==> config.mk <==
export PLATFORM = sky130hd
export DESIGN_NAME = mem_port_arbiter
export DESIGN_NICKNAME = d
export VERILOG_FILES = /design/src/rtl/mem_port_arbiter.sv
export SDC_FILE = /design/constraint.sdc
export NUM_CORES = 1
export LEC_CHECK = 0
export CAP_MARGIN = 20
export CORE_ASPECT_RATIO = 0.5
export CORE_MARGIN = 2
export CORE_UTILIZATION = 43
export DETAILED_ROUTE_END_ITERATION = 8
export PLACE_DENSITY = 0.95
export RECOVER_POWER = 100
export SLEW_MARGIN = 20
export SYNTH_ARGS = -nofsm -noshare
export SYNTH_HDL_FRONTEND = slang
export SYNTH_SLANG_ARGS = --single-unit
==> constraint.sdc <==
create_clock -name Clock -period 3.1 [get_ports Clock]
set_clock_uncertainty 0.15 [all_clocks]
set_input_delay 0.775 -clock Clock [delete_from_list [all_inputs] [get_ports Clock]]
set_output_delay 0.775 -clock Clock [all_outputs]
set_load 0.02 [all_outputs]
==> src/rtl/mem_port_arbiter.sv <==
// rtl/mem_port_arbiter.sv - shared single-port memory arbiter for fetch and data ports
module mem_port_arbiter #(
    parameter int unsigned MAX_D_RUN = 4
) (
    input  logic        Clock,
    input  logic        Resetn,
    input  logic        if_req,
    input  logic [31:0] if_addr,
    output logic [31:0] if_rdata,
    output logic        if_done,
    input  logic        d_req,
    input  logic        d_we,
    input  logic [31:0] d_addr,
    input  logic [31:0] d_wdata,
    output logic [31:0] d_rdata,
    output logic        d_done,
    output logic        m_req,
    output logic        m_we,
    output logic [31:0] m_addr,
    output logic [31:0] m_wdata,
    input  logic [31:0] m_rdata,
    input  logic        m_ack,
    output logic        stall
);

    typedef enum logic [1:0] {
        IDLE   = 2'd0,
        BUSY_I = 2'd1,
        BUSY_D = 2'd2,
        RESP   = 2'd3
    } state_t;

    localparam logic [3:0] MAX_RUN = 4'(MAX_D_RUN);

    state_t     state;
    state_t     state_next;
    logic       grant_i;
    logic       grant_d;
    logic [3:0] d_run;

    // Pipeline freeze while any request is outstanding and not yet completed
    assign stall = (if_req & ~if_done) | (d_req & ~d_done);

    // Next-state and grant decision; data wins unless it has starved fetch for MAX_D_RUN grants
    always_comb begin
        state_next = state;
        grant_i    = 1'b0;
        grant_d    = 1'b0;
        case (state)
            IDLE: begin
                if (d_req && (!if_req || d_run != MAX_RUN)) begin
                    grant_d    = 1'b1;
                    state_next = BUSY_D;
                end else if (if_req) begin
                    grant_i    = 1'b1;
                    state_next = BUSY_I;
                end
            end
            BUSY_I: if (m_ack) state_next = RESP;
            BUSY_D: if (m_ack) state_next = RESP;
            RESP:   state_next = IDLE;
            default: state_next = IDLE;
        endcase
    end

    // State register, memory-side request registers, read captures and done pulses
    always_ff @(posedge Clock) begin
        if (!Resetn) begin
            state    <= IDLE;
            m_req    <= 1'b0;
            m_we     <= 1'b0;
            m_addr   <= 32'd0;
            m_wdata  <= 32'd0;
            if_rdata <= 32'd0;
            d_rdata  <= 32'd0;
            if_done  <= 1'b0;
            d_done   <= 1'b0;
            d_run    <= 4'd0;
        end else begin
            state   <= state_next;
            if_done <= 1'b0;
            d_done  <= 1'b0;
            if (grant_i) begin
                m_req   <= 1'b1;
                m_we    <= 1'b0;
                m_addr  <= if_addr;
                m_wdata <= 32'd0;
                d_run   <= 4'd0;
            end
            if (grant_d) begin
                m_req   <= 1'b1;
                m_we    <= d_we;
                m_addr  <= d_addr;
                m_wdata <= d_wdata;
                // Only count data grants that actually made a fetch wait
                if (!if_req)
                    d_run <= 4'd0;
                else if (d_run != MAX_RUN)
                    d_run <= d_run + 4'd1;
            end
            if (state == BUSY_I && m_ack) begin
                if_rdata <= m_rdata;
                m_req    <= 1'b0;
                if_done  <= 1'b1;
            end
            if (state == BUSY_D && m_ack) begin
                // Stores leave the load-data register untouched
                if (!m_we)
                    d_rdata <= m_rdata;
                m_req  <= 1'b0;
                d_done <= 1'b1;
            end
        end
    end

endmodule

==> impl_metrics.sql <==
INSERT INTO impl_metrics (metric_group, metric, value, unit) VALUES
('sta', 'grt_setup_unrepaired', 'no', ''),
('floorplanning', 'initial_core_util', '44.0', '%'),
('setup_path', 'timing.critical_path.buf_inv', '3', ''),
('sta', 'setup_slack_after_layout', '0.174', 'ns'),
('clocking', 'post-cts-setup-buffer-count', '0', ''),
('sta', 'final-setup-viol-count', '0', ''),
('yosys', 'synth-edff-count', '0', ''),
('worst_hold_path', 'holdCritPathClass', 'flip-flop to flip-flop', ''),
('yosys', 'top_reg_cell_synth', 'dfxtp_1', ''),
('yosys', 'synth_top_area_share', '53.3', '%'),
('cells_and_area', 'drive_gt1_share', '7.05', '%'),
('clocking', 'cts_root_buffer', 'clkbuf_16', ''),
('yosys', 'yosysTopAreaCell', 'dfxtp_1', ''),
('setup_path', 'criticalPathCategory', 'input port to output port', ''),
('sta', 'final.setup.tns', '0', 'ns'),
('floorplanning', 'design.portCount', '267', ''),
('yosys', 'post_synth.cell_area_avg', '10.4', 'um2'),
('setup_path', 'timing.critical_path.max_delay_family', 'buffers and inverters', ''),
('setup_path', 'slowest_stage', 'dlygate4sd3_1', ''),
('floorplanning', 'design.core.area', '11800', 'um2'),
('setup_path', 'worstPathArrival', '2.00', 'ns'),
('placement', 'i_o_buffers', '266', ''),
('yosys', 'portion_of_the_post_synthesis_area_used_by_sequential_elements', '53.3', '%'),
('yosys', 'synth_async_sr_flop_share', '0', '%'),
('floorplanning', 'die-width', '159', 'um'),
('placement', 'dp.final_hpwl', '11800', 'um'),
('grt', 'grt_overflow', '0', ''),
('setup_path', 'kind_of_capture_point_of_the_worst_setup_path', 'output port', ''),
('drt', 'top_layer', 'met4', ''),
('grt', 'grt_max_degree', '41', ''),
('cells_and_area', 'post-route-cell-area', '8450', 'um2'),
('drt', 'drt_wl_total', '18000', 'um'),
('drt', 'detailedRoute.firstIterationViolations', '339', ''),
('drt', 'vias', '5107', ''),
('grt', 'grt_pass1_vias', '5343', ''),
('yosys', 'synthTopCellsByArea', 'dfxtp_1 53%, o221a_1 7.0%, a32oi_1 5.6%, a22o_1 5.4%, nand2_1 5.0%', ''),
('setup_path', 'worst_ep_required_time', '2.17', 'ns'),
('setup_path', 'cp_max_fo', '2', ''),
('drt', 'route.layer.met1.wl', '6920', 'um'),
('drt', 'met3_length', '928', 'um'),
('power_and_ir_drop', 'p_leak', '3.48', 'nW'),
('cells_and_area', 'nFillCells', '831', ''),
('clocking', 'tritoncts', 'done', ''),
('power_and_ir_drop', 'finalPower', '6.90', 'mW'),
('grt', 'grt_util_all_layers', '27.0', '%'),
('outcome', 'run_status', 'completed', ''),
('sta', 'max-slew-margin-rel', '50.9', '%'),
('yosys', 'yosysWarnings', '0', ''),
('drt', 'route.met2.wl', '9350', 'um'),
('clocking', 'cts_htree_levels', '4', ''),
('clocking', 'clock_sinks', '138', ''),
('floorplanning', 'rows', '28', ''),
('placement', 'placement.setup.worst_slack', '0.0135', 'ns'),
('yosys', 'ys_seq_elements', '138', ''),
('sta', 'final_min_period_over_clock_period', '94.4', '%'),
('sta', 'final_max_slew_viol_count', '0', ''),
('floorplanning', 'die-area', '13000', 'um2'),
('clocking', 'cts_buffers', '17', ''),
('drt', 'remaining_drc_errors', '0', ''),
('cells_and_area', 'flow.area_growth_from_synthesis', '63.3', '%'),
('sta', 'fmaxAchievable', '0.342', 'GHz'),
('yosys', 'synth_area', '5180', 'um2'),
('clocking', 'worst_skew_pair.late_latency', '0.40', 'ns'),
('sta', 'final_period_minus_worst_setup_slack', '2.93', 'ns'),
('floorplanning', 'floorplan.die.height', '81.6', 'um'),
('drt', 'drt_pass1_iterations', '5', ''),
('placement', 'routabilityCongestion', '0.846', ''),
('cells_and_area', 'fin_nets', '892', ''),
('setup_path', 'crit_path_start_kind', 'input port', ''),
('grt', 'global_route_wire_length_before_repair', '27900', 'um'),
('power_and_ir_drop', 'peak_vdd_ir', '388', 'uV');
-- path summary, 6_finish.rpt --
check / from / cells after the start / slack [ns] / to
worst max register to register: state[0]$_SDFFE_PN0P_ / 6 / 0.83 / d_run[3]$_SDFF_PN0_
worst min-delay path: d_rdata[27]$_SDFFE_PN0P_ / 2 / 0.30 / d_rdata[27]$_SDFFE_PN0P_
worst max-delay path: if_req / 4 / 0.17 / stall
worst min register to register: d_rdata[27]$_SDFFE_PN0P_ / 2 / 0.30 / d_rdata[27]$_SDFFE_PN0P_
-- sequential cells by signal, indices dropped and copies added, names as in the netlist --
signal and cells:
state 2, d_done 1, if_rdata 32, d_rdata 32, d_run 4, if_done 1, m_req 1, m_we 1
m_wdata 32, m_addr 32
-- cells by family (layout without fill, tap and decap cells) --
family,after synthesis,after routing,synth area share [%]
and+or+nand+nor,121,121,10.1
xor gates and xnor gates,1,1,0.169
adders and majority gates,5,5,1.21
buffers and inverters,55,324,6.69
AOI/OAI and AO/OA,177,177,28.5
DFF,138,138,53.3
-- through the flow --
stage | utilization (%) | std cells
2_1_floorplan | - | 497
3_3_place_gp | 66.9 | 899
3_5_place_dp | 66.9 | 899
4_1_cts | 72.2 | 931
5_1_grt | 71.8 | 931
6_report | 71.8 | 931
-- power by group --
part,total [mW],internal (mW),switching [mW],leakage [nW]
logic,2.44,1.06,1.38,2.05
registers,2.33,2.13,0.194,1.13
clock network,2.13,1.35,0.787,0.301
total,6.90,4.54,2.36,3.48
-- synth_stat cells, types with 2 or more instances --
| cell type | count |
|---|---|
| ha_1 | 5 |
| o21a_1 | 32 |
| o211a_1 | 2 |
| clkbuf_1 | 16 |
| nand4_1 | 2 |
| a21oi_1 | 33 |
| nor2_1 | 35 |
| dfxtp_1 | 138 |
| buf_8 | 4 |
| nand3_1 | 2 |
| nand2_1 | 69 |
| buf_6 | 7 |
| dlygate4sd1_1 | 3 |
| a32oi_1 | 33 |
| inv_1 | 6 |
| a22o_1 | 32 |
| o221a_1 | 32 |
| nor2b_1 | 2 |
| buf_2 | 16 |
-- repair_timing --
action,CTS,global route
endpoints found under the setup margin,1,0
hold buffers,0,0
gates resized for setup,1,0
-- per-layer routing --
| layer | vias up | track usage, % |
|---|---|---|
| met5 | - | 0 |
| met4 | 0 | 16.3 |
| met3 | 65 | 6.46 |
| met2 | 211 | 49.5 |
| met1 | 2477 | 29.3 |
| li1 | 2354 | - |
-- tightest hold or removal path, cell delays in order (launching register included) --
cell and delay (ns):
dfxtp_1 0.30, nand2_1 0.05, a21oi_1 0.05
-- layout make-up --
type | instances | area [um2] | share of cell area, %
repair buffers | 285 | 2780 | 32.9
flip-flops and latches | 138 | 2760 | 32.7
multi-input cells | 304 | 2050 | 24.3
clock buffers | 21 | 470 | 5.56
well taps | 165 | 206 | 2.44
clock inverters | 11 | 158 | 1.86
inverters | 7 | 26.3 | 0.311
-- cell usage in the layout, fill, tap and decap left out, types with 2 or more instances in the layout --
cell type,count
inv_1,7
nand4_1,2
clkbuf_2,5
clkinvlp_4,2
a21oi_1,34
dlygate4sd3_1,134
clkinv_4,2
nand2_1,69
ha_1,5
o211a_1,2
a32oi_1,33
clkbuf_1,4
a22o_1,32
clkbuf_16,17
nor2b_1,2
dfxtp_1,138
o221a_1,32
bufinv_16,3
o21a_1,32
buf_4,11
nor2_1,35
clkdlybuf4s50_1,131
nand3_1,2
inv_6,4
clkbuf_8,3
(Power assumes the default switching activity.)
